### config.mk
export PLATFORM = sky130hd
export DESIGN_NAME = ir_carrier_detector
export DESIGN_NICKNAME = d
export VERILOG_FILES = /design/src/rtl/ir_carrier_detector.sv
export SDC_FILE = /design/constraint.sdc
export NUM_CORES = 1
export LEC_CHECK = 0
export CORE_ASPECT_RATIO = 1.25
export CORE_MARGIN = 2
export CORE_UTILIZATION = 59
export DETAILED_ROUTE_END_ITERATION = 12
export HOLD_SLACK_MARGIN = 0.05
export PLACE_DENSITY = 0.87
export SLEW_MARGIN = 20
export SYNTH_ARGS = -nofsm -noshare
export SYNTH_HDL_FRONTEND = slang
export SYNTH_SLANG_ARGS = --single-unit
### constraint.sdc
create_clock -name i_clk -period 4.3 [get_ports i_clk]
set_clock_uncertainty 0.1 [all_clocks]
set_input_delay 0.86 -clock i_clk [delete_from_list [all_inputs] [get_ports i_clk]]
set_output_delay 0.86 -clock i_clk [all_outputs]
set_load 0.005 [all_outputs]
### src/rtl/ir_carrier_detector.sv
// IR carrier detector: measures rising-edge period of the receiver output, classifies it
// into one of three carrier bins, locks after a run of matching periods, reports burst length.
module ir_carrier_detector #(
   parameter int PERIOD_A   = 400,
   parameter int PERIOD_B   = 600,
   parameter int PERIOD_C   = 800,
   parameter int TOL        = 40,
   parameter int LOCK_COUNT = 4,
   parameter int TIMEOUT    = 2000,
   parameter int CNT_W      = 16
) (
   input  logic             i_clk,
   input  logic             i_rst,
   input  logic             i_rx_in,
   output logic             o_carrier_valid,
   output logic [1:0]       o_carrier_code,
   output logic             o_period_strobe,
   output logic [CNT_W-1:0] o_period_out,
   output logic             o_burst_done,
   output logic [15:0]      o_burst_count
);

   localparam int MC_W = $clog2(LOCK_COUNT + 1);

   typedef enum logic [1:0] {S_IDLE, S_ACQ, S_LOCK} state_t;

   state_t            r_state, w_state_nxt;
   logic              r_sync1, r_sync2, r_sync2_d;
   logic [CNT_W-1:0]  r_per_cnt;
   logic [1:0]        r_cand, w_cand_nxt;
   logic [MC_W-1:0]   r_match, w_match_nxt;
   logic [1:0]        r_code, w_code_nxt;
   logic [15:0]       r_bcnt, w_bcnt_nxt;
   logic              r_done, w_done_nxt;
   logic              r_strobe;
   logic [CNT_W-1:0]  r_period;
   logic              w_rise, w_tmo;
   logic [1:0]        w_cls;

   // Unsigned distance so small periods never wrap into a bin.
   function automatic logic in_bin(input logic [CNT_W-1:0] p, input int nom);
      logic [CNT_W-1:0] n, d;
      n = CNT_W'(nom);
      d = (p >= n) ? (p - n) : (n - p);
      return (d <= CNT_W'(TOL));
   endfunction

   function automatic logic [1:0] classify(input logic [CNT_W-1:0] p);
      if (in_bin(p, PERIOD_A))      return 2'd1;
      else if (in_bin(p, PERIOD_B)) return 2'd2;
      else if (in_bin(p, PERIOD_C)) return 2'd3;
      else                          return 2'd0;
   endfunction

   assign w_rise = r_sync2 & ~r_sync2_d;
   assign w_tmo  = (r_per_cnt == CNT_W'(TIMEOUT));
   assign w_cls  = classify(r_per_cnt);

   always_ff @(posedge i_clk) begin
      if (i_rst) begin
         r_sync1   <= 1'b0;
         r_sync2   <= 1'b0;
         r_sync2_d <= 1'b0;
         r_per_cnt <= '0;
         r_state   <= S_IDLE;
         r_cand    <= '0;
         r_match   <= '0;
         r_code    <= '0;
         r_bcnt    <= '0;
         r_done    <= 1'b0;
         r_strobe  <= 1'b0;
         r_period  <= '0;
      end else begin
         r_sync1   <= i_rx_in;
         r_sync2   <= r_sync1;
         r_sync2_d <= r_sync2;
         if (w_rise)      r_per_cnt <= CNT_W'(1);
         else if (!w_tmo) r_per_cnt <= r_per_cnt + 1'b1;
         r_state   <= w_state_nxt;
         r_cand    <= w_cand_nxt;
         r_match   <= w_match_nxt;
         r_code    <= w_code_nxt;
         r_bcnt    <= w_bcnt_nxt;
         r_done    <= w_done_nxt;
         r_strobe  <= w_rise && (r_state != S_IDLE);
         if (w_rise && (r_state != S_IDLE)) r_period <= r_per_cnt;
      end
   end

   // A rise always takes priority over a coincident timeout.
   always_comb begin
      w_state_nxt = r_state;
      w_cand_nxt  = r_cand;
      w_match_nxt = r_match;
      w_code_nxt  = r_code;
      w_bcnt_nxt  = r_bcnt;
      w_done_nxt  = 1'b0;
      case (r_state)
         S_IDLE: begin
            if (w_rise) begin
               w_state_nxt = S_ACQ;
               w_cand_nxt  = '0;
               w_match_nxt = '0;
            end
         end
         S_ACQ: begin
            if (w_rise) begin
               if ((w_cls != 2'd0) && (w_cls == r_cand)) begin
                  w_match_nxt = r_match + 1'b1;
                  if ((r_match + 1'b1) == MC_W'(LOCK_COUNT)) begin
                     w_state_nxt = S_LOCK;
                     w_code_nxt  = w_cls;
                     w_bcnt_nxt  = 16'(LOCK_COUNT);
                  end
               end else if (w_cls != r_cand) begin
                  w_cand_nxt  = w_cls;
                  w_match_nxt = (w_cls != 2'd0) ? MC_W'(1) : '0;
                  if ((w_cls != 2'd0) && (LOCK_COUNT == 1)) begin
                     w_state_nxt = S_LOCK;
                     w_code_nxt  = w_cls;
                     w_bcnt_nxt  = 16'd1;
                  end
               end
            end else if (w_tmo) begin
               w_state_nxt = S_IDLE;
            end
         end
         S_LOCK: begin
            if (w_rise) begin
               if (w_cls == r_code) begin
                  if (r_bcnt != 16'hFFFF) w_bcnt_nxt = r_bcnt + 1'b1;
               end else begin
                  w_state_nxt = S_ACQ;
                  w_cand_nxt  = w_cls;
                  w_match_nxt = (w_cls != 2'd0) ? MC_W'(1) : '0;
                  w_code_nxt  = '0;
                  w_done_nxt  = 1'b1;
               end
            end else if (w_tmo) begin
               w_state_nxt = S_IDLE;
               w_code_nxt  = '0;
               w_done_nxt  = 1'b1;
            end
         end
         default: w_state_nxt = S_IDLE;
      endcase
   end

   always_comb begin
      o_carrier_valid = (r_state == S_LOCK);
      o_carrier_code  = (r_state == S_LOCK) ? r_code : 2'd0;
      o_period_strobe = r_strobe;
      o_period_out    = r_period;
      o_burst_done    = r_done;
      o_burst_count   = r_bcnt;
   end

endmodule

==> results of run 1 <==
## layer usage
layer  wire length (um)  GRT usage (%)  vias up
met4                855           19.5        0
met3               1180           5.23       93
met5                  0              0        -
met2               7490           56.6      353
met1               5830           39.3     2533
li1                   -              -     2461
## cells by family (layout without fill, tap and decap cells)
group | count (synthesis) | count (layout) | share of synthesized area [%]
mux | 7 | 7 | 1.48
fa+ha+maj | 24 | 24 | 6.03
xor+xnor | 33 | 33 | 5.80
simple gates | 284 | 284 | 30.2
compound gates | 174 | 174 | 25.8
flops | 62 | 62 | 24.9
buf+inv | 66 | 107 | 5.78
## final cells by class
type	count	area (um^2)
multi-input cells	522	3530
fillers	668	2400
flip-flops and latches	62	1240
repair buffers	71	631
clock buffers	10	128
well taps	97	121
clock inverters	6	110
inverters	20	75.1
## critical path, stage by stage, from the launching register on
cell                       delay (ns)
sky130_fd_sc_hd__dfxtp_1         0.70
sky130_fd_sc_hd__nand2_1         0.25
sky130_fd_sc_hd__or3_1           0.49
sky130_fd_sc_hd__and3_1          0.24
sky130_fd_sc_hd__o221ai_1        0.23
sky130_fd_sc_hd__xnor2_1         0.14
sky130_fd_sc_hd__nor3_2          0.36
sky130_fd_sc_hd__nor3b_1         0.14
sky130_fd_sc_hd__or3_4           0.42
sky130_fd_sc_hd__a41o_2          0.39
sky130_fd_sc_hd__or4_1           0.53
sky130_fd_sc_hd__nand2_1         0.09
## worst paths after layout
check                                start                             to  slack [ns]  depth (start not counted)
max reg2reg      r_per_cnt[7]$_SDFFE_PP0N_  o_burst_count[9]$_SDFFE_PP0P_        0.16                         11
max              r_per_cnt[7]$_SDFFE_PP0N_  o_burst_count[9]$_SDFFE_PP0P_        0.16                         11
min          o_period_out[11]$_SDFFE_PP0P_  o_period_out[11]$_SDFFE_PP0P_        0.36                          2
min reg2reg  o_period_out[11]$_SDFFE_PP0P_  o_period_out[11]$_SDFFE_PP0P_        0.36                          2
## state kept, by name, indices dropped and copies added, names as in the netlist
register	count
o_burst_count	16
o_burst_done	1
o_period_out	16
o_period_strobe	1
r_cand	2
r_code	2
r_match	3
r_per_cnt	16
r_state	2
r_sync1	1
r_sync2	1
r_sync2_d	1
## power by group through the flow
stage | logic [mW] | registers [mW] | clock network, mW
3_5_place_dp | 0.252 | 0.613 | 0
2_1_floorplan | 0.195 | 0.608 | 0
6_report | 0.265 | 0.602 | 0.633
3_3_place_gp | 0.247 | 0.611 | 0
5_1_grt | 0.288 | 0.602 | 0.661
4_1_cts | 0.254 | 0.600 | 0.636
## cell usage in the layout, fill, tap and decap left out, types with 12 or more instances in the layout
| master | count |
|---|---|
| sky130_fd_sc_hd__dfxtp_1 | 61 |
| sky130_fd_sc_hd__nand3_1 | 24 |
| sky130_fd_sc_hd__nor3_1 | 14 |
| sky130_fd_sc_hd__nor2_1 | 55 |
| sky130_fd_sc_hd__nand2b_1 | 14 |
| sky130_fd_sc_hd__and3_1 | 13 |
| sky130_fd_sc_hd__o21ai_0 | 21 |
| sky130_fd_sc_hd__buf_4 | 32 |
| sky130_fd_sc_hd__a21oi_1 | 47 |
| sky130_fd_sc_hd__inv_1 | 15 |
| sky130_fd_sc_hd__o211ai_1 | 12 |
| sky130_fd_sc_hd__nand2_1 | 80 |
| sky130_fd_sc_hd__xnor2_1 | 24 |
| sky130_fd_sc_hd__ha_1 | 20 |
| sky130_fd_sc_hd__clkdlybuf4s50_1 | 39 |
## repair_timing
action / CTS / global route
endpoints found under the setup margin: 0 / 22
gates resized for setup: 0 / 21
setup buffers: 0 / 0
## stage by stage
step / TNS, ns / utilization (%) / hold WS (ns) / instance area (um^2) / worst slack, ns
final: 0 / 70.8 / 0.358 / 5840 / 0.161
after global routing: -0.0436 / 70.8 / 0.366 / 5840 / -0.0224
after detailed placement: 0 / 67.0 / 0.341 / 5520 / 0.125
after floorplan: 0 / - / 0.314 / 4980 / 0.368
after global placement: 0 / 67.0 / 0.340 / 5520 / 0.184
after CTS: 0 / 69.9 / 0.359 / 5760 / 0.0515
==> metrics.txt, run 1 <==
sequential fraction of design power 40.1%; post-synthesis instance area 4980 um^2; post-synthesis instance total 650; I/O pin count 40; Layout Nets 713; Tightest Hold Check Type reg -> reg; number of enable flip-flop cells after synthesis 0; Starting Density 60.5%; post-synth net total 677; Fmax achieved 242 MHz; number of rows in the core area 37; Commonest cells post-synth 80 x sky130_fd_sc_hd__nand2_1, 62 x sky130_fd_sc_hd__dfxtp_1, 56 x sky130_fd_sc_hd__nor2_1; final-report hold violation count 0; Setup CP Type reg -> reg; async set or reset register ratio after synthesis 0%; total wire length after detailed routing 15400 um; Die Area 9200 um^2; TritonCTS clock tree yes; GRT Util Overall 33.4%; number of routed nets with antenna violations 0; power spent charging and discharging nets 0.428 mW; Core Region 8240 um^2; total power per unit cell area 257 nW/um^2; top cell type's share of synthesized area 24.9%; P_leak 2.12 nW; # H-tree levels 3; Relative slew margins 54.1%; internal portion of total power 1.07 mW; Sink Count 62; data arrival at the endpoint of the critical path 4.34 ns; measured slew at the worst slew-check pin 0.687 ns; global route overflow 0; IO Port Bufs 39; number of inserted diodes 0; type of element launching the critical path flip-flop; Synth Register Bits 62; number of iterations in the first detailed-routing pass 12; routed wirelength normalized by instance count 19.5 um; wire length of the first global-routing pass 24600 um; Slew Viols, Final 0; number of antenna violations at the first check in global routing 0; Top FF cell, synth sky130_fd_sc_hd__dfxtp_1; fraction of layout instances using a drive strength above 1 14.2%; chip height 107 um; Comb power frac 17.7%; via/cell ratio 6.90; synth top area cells sky130_fd_sc_hd__dfxtp_1 25%, sky130_fd_sc_hd__ha_1 6.0%, sky130_fd_sc_hd__nand2_1 6.0%; Tcrit/Tclk final 96.3%; number of design rule violations left after detail routing 0; net switching share of the total power 28.5%; number of setup violations in the final report 0; number of maximum-capacitance violations 0; Critical Path RT 4.50 ns; most repeated cell in the gate-level netlist after synthesis sky130_fd_sc_hd__nand2_1; Bufs on Longest Clock Path 2; Clk network pwr share 42.2%; Max IR drop VDD 0.265 mV; DP Cell Count 772; result of the run finished, final reports clean; synthesis warning total 0; post-layout total power 1.50 mW; number of distinct library cell variants in the gate-level netlist after synthesis 93; clock slew at the register clock pins of the worst setup and hold paths 0.08 ns; cell type with the largest total area after synthesis sky130_fd_sc_hd__dfxtp_1; Avg Synthesized Cell Area 7.67 um^2; post-layout min period 4.14 ns; Root Buffer Master sky130_fd_sc_hd__clkbuf_8; critical path fanouts, max 14; sequential share of the synthesized area 24.9%; number of global-route vias before repair 5093; half-perimeter wire length after placement 10900 um; number of DRC markers after the initial detailed-route iteration 646; clock buffer count from CTS 9; clock latency on the worst-skew pair 0.35 ns; endpoint type of the worst setup path flip-flop; maximum number of pins on one net before global-route repair 26; DR vias 5440; area growth from synthesis to final layout 17.2%; final weighted congestion of routability-driven global placement 1.10; DIE WIDTH 86.2 um; CTS hold repair buffers 0; post-route insts no fill 788
No activity file was read; power rests on OpenSTA's default activity.
==> inputs of run 2 (changes only) <==
--- a/config.mk
+++ b/config.mk
@@ -5,12 +5,15 @@
 export SDC_FILE = /design/constraint.sdc
 export NUM_CORES = 1
 export LEC_CHECK = 0
+export ABC_AREA = 1
+export ABC_CLOCK_PERIOD_IN_PS = 4300
+export CAP_MARGIN = 40
 export CORE_ASPECT_RATIO = 1.25
 export CORE_MARGIN = 2
 export CORE_UTILIZATION = 59
 export DETAILED_ROUTE_END_ITERATION = 12
 export HOLD_SLACK_MARGIN = 0.05
-export PLACE_DENSITY = 0.87
+export PLACE_DENSITY = 0.86
 export SLEW_MARGIN = 20
 export SYNTH_ARGS = -nofsm -noshare
 export SYNTH_HDL_FRONTEND = slang
==> run 2 against run 1 <==
Effect of this change: register-to-register slack better by 0.32 ns; worst setup slack improved by 0.32 ns; critical endpoint is now o_burst_count[2]$_SDFFE_PP0P_; synthesized cell count increased by 37%; routed wire length shrank 1.1%; die area increased by 5.5%; sequential share of layout area decreased by 0.19 points; first-iteration DRC count decreased by 39%; non-clock buffer count fell by 23; clock power shrank 23%; largest power group is now sequential cells.
==> metrics.txt, run 2 <==
DR vias 5859 (+7.7%); fraction of layout instances using a drive strength above 1 7.48% (-6.7 points); Slew Viols, Final 0 (unchanged); Top FF cell, synth sky130_fd_sc_hd__dfxtp_1; clock latency on the worst-skew pair 0.37 ns (+0.02 ns); Root Buffer Master sky130_fd_sc_hd__clkbuf_8; number of inserted diodes 0 (unchanged); P_leak 2.62 nW (+24%); Bufs on Longest Clock Path 2 (unchanged); Min-Delay Startpoint r_sync1$_SDFF_PP0_; post-synth net total 917 (+35%); Tightest Hold Check Type reg -> reg; Setup CP Type reg -> reg; Commonest cells post-synth 283 x sky130_fd_sc_hd__nand2_1, 114 x sky130_fd_sc_hd__nand3_1, 90 x sky130_fd_sc_hd__nor2_1; routed wirelength normalized by instance count 14.6 um (-25%); most common cell after layout, fill and taps aside sky130_fd_sc_hd__nand2_1; Sink Count 62 (unchanged); setup TNS 0 ns (unchanged); number of routed nets with antenna violations 0 (unchanged); CP max stage delay 0.73 ns (+0.03 ns); number of iterations in the first detailed-routing pass 6 (-6); reg2reg path depth 20 (+9); measured slew at the worst slew-check pin 0.767 ns (+0.0800 ns); global route overflow 0 (unchanged); final-report hold violation count 0 (unchanged); critical path fanouts, max 17 (+3); number of distinct library cell variants in the gate-level netlist after synthesis 38 (-59%); post-synthesis instance total 890 (+37%); number of enable flip-flop cells after synthesis 0 (unchanged); number of rows in the core area 38 (+2.7%); critical path startpoint r_per_cnt[6]$_SDFFE_PP0N_; number of setup violations in the final report 0 (unchanged); IO Port Bufs 39 (unchanged); result of the run finished, final reports clean; synthesis warning total 0 (unchanged); Synth Register Bits 62 (unchanged); Relative slew margins 48.8% (-5.4 points); Tcrit/Tclk final 88.9% (-7.3 points); post-route core utilization 67.6% (-3.2 points); number of antenna violations at the first check in global routing 0 (unchanged); unrepaired setup endpoints after global routing no; number of DRC markers after the initial detailed-route iteration 397 (-39%); number of design rule violations left after detail routing 0 (unchanged); total power per unit cell area 299 nW/um^2 (+17%); DP Cell Count 1027 (+33%); Starting Density 60.6% (+0.11 points); cell with the largest stage delay on the worst path sky130_fd_sc_hd__dfxtp_1; area growth from synthesis to final layout 11.7%; most repeated cell in the gate-level netlist after synthesis sky130_fd_sc_hd__nand2_1; Core Region 8700 um^2 (+5.6%); FF-to-FF Start r_per_cnt[6]$_SDFFE_PP0N_; TritonCTS clock tree yes; Critical Path RT 4.43 ns (-0.07 ns); cells along the critical path inv_2 > ha_1 > o21ai_0 > o21ai_0 > nand2_1 > nand2_1 > nor2_1 > nand2_1 > nor2_1 > nor2_1 > nor2_1 > nand2_1 > nand2_2 > nand2_1 > nand2_2 > nand3_2 > a21oi_4 > nand2_2 > nand2_1 > a21oi_1; critical path's most frequent cell sky130_fd_sc_hd__nand2_1; Die Area 9710 um^2 (+5.5%); highest-count cells in the layout ignoring fill and taps 283 x sky130_fd_sc_hd__nand2_1, 114 x sky130_fd_sc_hd__nand3_1, 89 x sky130_fd_sc_hd__nor2_1; I/O pin count 40 (unchanged); post-route insts no fill 1043 (+32%); post-synthesis instance area 5270 um^2 (+5.8%); R2R setup slack 0.48 ns (+0.32 ns); number of maximum-capacitance violations 0 (unchanged); endpoint of the lowest-slack register-to-register path o_burst_count[2]$_SDFFE_PP0P_; DIE WIDTH 88.5 um (+2.7%); Layout Nets 945 (+33%); chip height 110 um (+2.7%); final weighted congestion of routability-driven global placement 1.06 (-3.7%); number of global-route vias before repair 5511 (+8.2%); CTS hold repair buffers 0 (unchanged); clock slew at the register clock pins of the worst setup and hold paths 0.08 ns (about the same); async set or reset register ratio after synthesis 0% (unchanged); Max IR drop VDD 0.194 mV (-27%); data arrival at the endpoint of the critical path 3.95 ns (-0.39 ns); sequential share of the synthesized area 23.6% (-1.4 points); PostCTS Resize Cnt 0 (unchanged); post-layout min period 3.82 ns (-0.315 ns); total wire length after detailed routing 15200 um (-1.1%); endpoint type of the worst setup path flip-flop; crit path capture o_burst_count[2]$_SDFFE_PP0P_; top cell type's share of synthesized area 23.6% (-1.4 points); Fmax achieved 262 MHz (+8.2%); via/cell ratio 5.62 (-19%); clock buffer count from CTS 9 (unchanged); synth top area cells sky130_fd_sc_hd__dfxtp_1 24%, sky130_fd_sc_hd__nand2_1 20%, sky130_fd_sc_hd__nand3_1 11%; # H-tree levels 3 (unchanged); type of element launching the critical path flip-flop; wire length of the first global-routing pass 25100 um (+1.7%); cell type with the largest total area after synthesis sky130_fd_sc_hd__dfxtp_1; maximum number of pins on one net before global-route repair 42 (+62%); setup bufs post-CTS 0 (unchanged); Avg Synthesized Cell Area 5.92 um^2 (-23%); GRT Util Overall 32.7% (-0.69 points); half-perimeter wire length after placement 11000 um (+1.2%)
==> run 2: changes by cell type after synthesis, sizes merged, moves of 15 or more <==
cell,previous run,this run
clkbuf,27,12
inv,18,89
nand2,80,289
nand3,25,117
nor2,58,102
xnor2,24,1
xor2,9,30
==> run 2: worst max-delay path, delay by kind of cell, from the launching register on <==
| kind | cells | cell delay [ns] |
|---|---|---|
| adder cells (fa/ha/maj) | 1 | 0.32 |
| AO/OA/AOI/OAI | 4 | 0.84 |
| flip-flops | 1 | 0.73 |
| buffers and inverters | 1 | 0.26 |
| AND/OR/NAND/NOR | 14 | 1.42 |
==> run 2: worst min path at each step <==
stage | to | slack (ns) | cells past startpoint
after floorplan | r_sync2$_SDFF_PP0_ | 0.29 | 2
after detailed placement | r_sync2$_SDFF_PP0_ | 0.32 | 2
after CTS | r_sync2$_SDFF_PP0_ | 0.34 | 2
final | r_sync2$_SDFF_PP0_ | 0.33 | 2
after global placement | r_sync2$_SDFF_PP0_ | 0.32 | 2
after global routing | r_sync2$_SDFF_PP0_ | 0.34 | 2
==> run 2: layer usage <==
layer	vias to the layer above	track usage [%]	share of wire (%)
met5	-	0	0
li1	2917	-	-
met2	248	56.6	49
met4	0	17.5	4.7
met1	2626	38.4	40
met3	68	4.65	6.6
==> run 2: power breakdown <==
part / switching, mW / internal (mW) / total (mW)
combinational: 0.434 / 0.194 / 0.628
clock: 0.275 / 0.211 / 0.486
sequential: 0.0388 / 0.610 / 0.649
==> run 2: stage by stage <==
stage                     power [mW]  hold WS, ns  worst slack (ns)  area [um^2]
after floorplan                 1.13        0.288              1.10         5270
after global placement          1.26        0.319             0.643         5710
after detailed placement        1.27        0.324             0.568         5710
after CTS                       1.76        0.336             0.547         5890
after global routing            1.87        0.338             0.104         5890
final                           1.76        0.330             0.476         5890
==> run 2: cells by family (layout without fill, tap and decap cells) <==
group | Yosys count | count (layout) | synth area share [%]
compound gates | 102 | 102 | 10.8
fa+ha+maj | 24 | 24 | 5.70
flops | 62 | 62 | 23.6
xor+xnor | 31 | 31 | 5.15
buf+inv | 124 | 157 | 9.81
simple gates | 547 | 547 | 45.0
==> run 2: cell type report <==
class / count / area [um^2]
Fill cell: 847 / 2820
Clock inverter: 7 / 48.8
Timing Repair Buffer: 48 / 458
Clock buffer: 9 / 124
Multi-Input combinational cell: 704 / 3510
Sequential cell: 62 / 1240
Inverter: 93 / 349
Tap cell: 120 / 150
==> patch (settings of run 2) <==
Register the output `o_period_out`, with the module's reset; this adds one clock of latency there. The other outputs are not delayed to match.
--- a/src/rtl/ir_carrier_detector.sv
+++ b/src/rtl/ir_carrier_detector.sv
@@ -23,6 +23,8 @@
    localparam int MC_W = $clog2(LOCK_COUNT + 1);
 
    typedef enum logic [1:0] {S_IDLE, S_ACQ, S_LOCK} state_t;
+
+   logic [CNT_W-1:0] o_period_d;
 
    state_t            r_state, w_state_nxt;
    logic              r_sync1, r_sync2, r_sync2_d;
@@ -150,10 +152,18 @@
       o_carrier_valid = (r_state == S_LOCK);
       o_carrier_code  = (r_state == S_LOCK) ? r_code : 2'd0;
       o_period_strobe = r_strobe;
-      o_period_out    = r_period;
+      o_period_d      = r_period;
       o_burst_done    = r_done;
       o_burst_count   = r_bcnt;
    end
 
+   always_ff @(posedge i_clk) begin
+      if (i_rst) begin
+         o_period_out <= '0;
+      end else begin
+         o_period_out <= o_period_d;
+      end
+   end
+
 endmodule
 
Function: changed (Yosys sat finds a counterexample within 10 cycles, from zero or initial values and one cycle with i_rst high).
==> patch against run 2 <==
- synthesized cell count decreased by 0.11%
- critical endpoint is now o_burst_count[1]$_SDFFE_PP0P_
- sequential cell count up 16
- critical path type unchanged
- setup slack worse by 0.078 ns
- synthesized area increased by 5.3%
- final area is 7.6% higher
- critical path depth up 4
- routed wire length up 3.1%
Power is not compared: it rests on default switching activity, and its combinational part moved more than twofold at a synthesized area within 25%.
==> patch: results (changes against run 2) <==
[place]
place_hpwl_um = 11700  ; +5.9%
place.gp.congestion = 1.06  ; -0.26%

[setup_path]
worstPathArrival_ns = 4.04  ; +0.09 ns
critPathMaxStageDelay_ns = 0.54  ; -0.19 ns
rr_worst_depth = 24  ; +20%
slowest_stage = dfxtp_1
critPathTopFamily = simple AND/OR/NAND/NOR gates
path_max_fanout = 17  ; unchanged
crit_start = r_per_cnt[5]$_SDFFE_PP0N_

[drt]
vias_per_cell = 5.64  ; +0.48%
wire_per_inst_um = 14.9  ; +2.3%
met1_length_um = 6150  ; +0.97%
routed.top_layer = met4
drt_iter0_drc = 361  ; -9.1%
wl_met3_um = 886  ; -12%
route.met2.wl_um = 7910  ; +7.1%
drtPass1Iterations = 5  ; -1

[clock_tree]
insertion_delay_ns = 0.34  ; -0.03 ns
ctsHtreeMaxLevel = 3  ; unchanged
cts_root_buf = clkbuf_16
clk_pin_slew_ns = 0.06  ; -0.02 ns

[synth]
synth_top_cells_by_area = dfxtp_1, nand2_1, nand3_1
synthesis.nets = 916  ; -0.11%
netlist_top_cells_count = nand2_1, nor2_1, nand3_1, inv_1, dfxtp_1
seq_area_frac_synth = 0.281  ; +0.0459
netlist-cell-type-count = 38  ; unchanged
synth_warnings = 0  ; unchanged

[grt]
overflow = 0  ; unchanged
globalRouteTotalUtil = 0.311  ; -0.0154
first_global_vias = 5600  ; +1.6%
grt_first_pass_wirelength_um = 26000  ; +3.8%
grt_max_degree = 30  ; -29%

[cells_and_area]
layout-drive-gt1-share = 0.0829  ; +0.00813
fin_nets = 951  ; +0.63%
fillers = 825  ; -2.6%

[hold_path]
hold_path.class = reg2reg

[outcome]
outcome = completed

[sta]
slew_headroom = 0.464  ; -0.0238
setup_viol_count_final = 0  ; unchanged

[power]
netSwitchingPower_mw = 0.460

-- patch: layer usage --
metal | GRT usage | vias to the layer above
met2 | 0.560 | 254
met4 | 0.181 | 0
met5 | 0 | -
li1 | - | 2932
met1 | 0.342 | 2694
met3 | 0.0544 | 58
-- patch: path summary, 6_finish.rpt --
path	end	slack [ns]
setup / recovery	o_burst_count[1]$_SDFFE_PP0P_	0.40
hold / removal	r_sync2$_SDFF_PP0_	0.31
setup reg to reg	o_burst_count[1]$_SDFFE_PP0P_	0.40
hold reg to reg	r_sync2$_SDFF_PP0_	0.31
-- patch: metrics by stage --
stage	total power, mW	area, um^2	worst slack, ns	instances	hold slack, ns
after floorplan	0.904	5550	1.14	889	0.288
after global placement	0.945	6040	0.681	1035	0.304
after detailed placement	0.949	6050	0.552	1036	0.310
after CTS	1.67	6330	0.492	1052	0.320
after global routing	1.73	6330	0.0535	1052	0.332
final	1.67	6330	0.398	1052	0.315
-- patch: worst min-delay path, stage by stage, from the launching register on --
cell and delay (ns):
dfxtp_1 0.30, inv_1 0.05, nor2_1 0.03
-- patch: power by group through the flow --
stage	combinational (mW)	clock (mW)	sequential, mW
after floorplan	0.133	0	0.771
after global placement	0.171	0	0.774
after detailed placement	0.175	0	0.774
after CTS	0.177	0.737	0.758
after global routing	0.205	0.762	0.760
final	0.179	0.730	0.758
-- patch: cells by family (layout without fill, tap and decap cells) --
family / Yosys count / count (layout) / synth area share
and+or+nand+nor: 527 / 527 / 0.413
buffers and inverters: 135 / 175 / 0.0986
AOI/OAI and AO/OA: 99 / 99 / 0.112
DFF: 78 / 78 / 0.281
xor gates and xnor gates: 26 / 26 / 0.0410
adders and majority gates: 24 / 24 / 0.0541
-- patch: layout make-up --
| class | instances | area (um^2) | area share |
|---|---|---|---|
| multi-input cells | 676 | 3440 | 0.543 |
| flip-flops and latches | 78 | 1560 | 0.247 |
| clock buffers | 9 | 225 | 0.0356 |
| inverters | 107 | 403 | 0.0636 |
| well taps | 123 | 154 | 0.0243 |
| clock inverters | 7 | 61.3 | 0.00968 |
| repair buffers | 52 | 488 | 0.0771 |
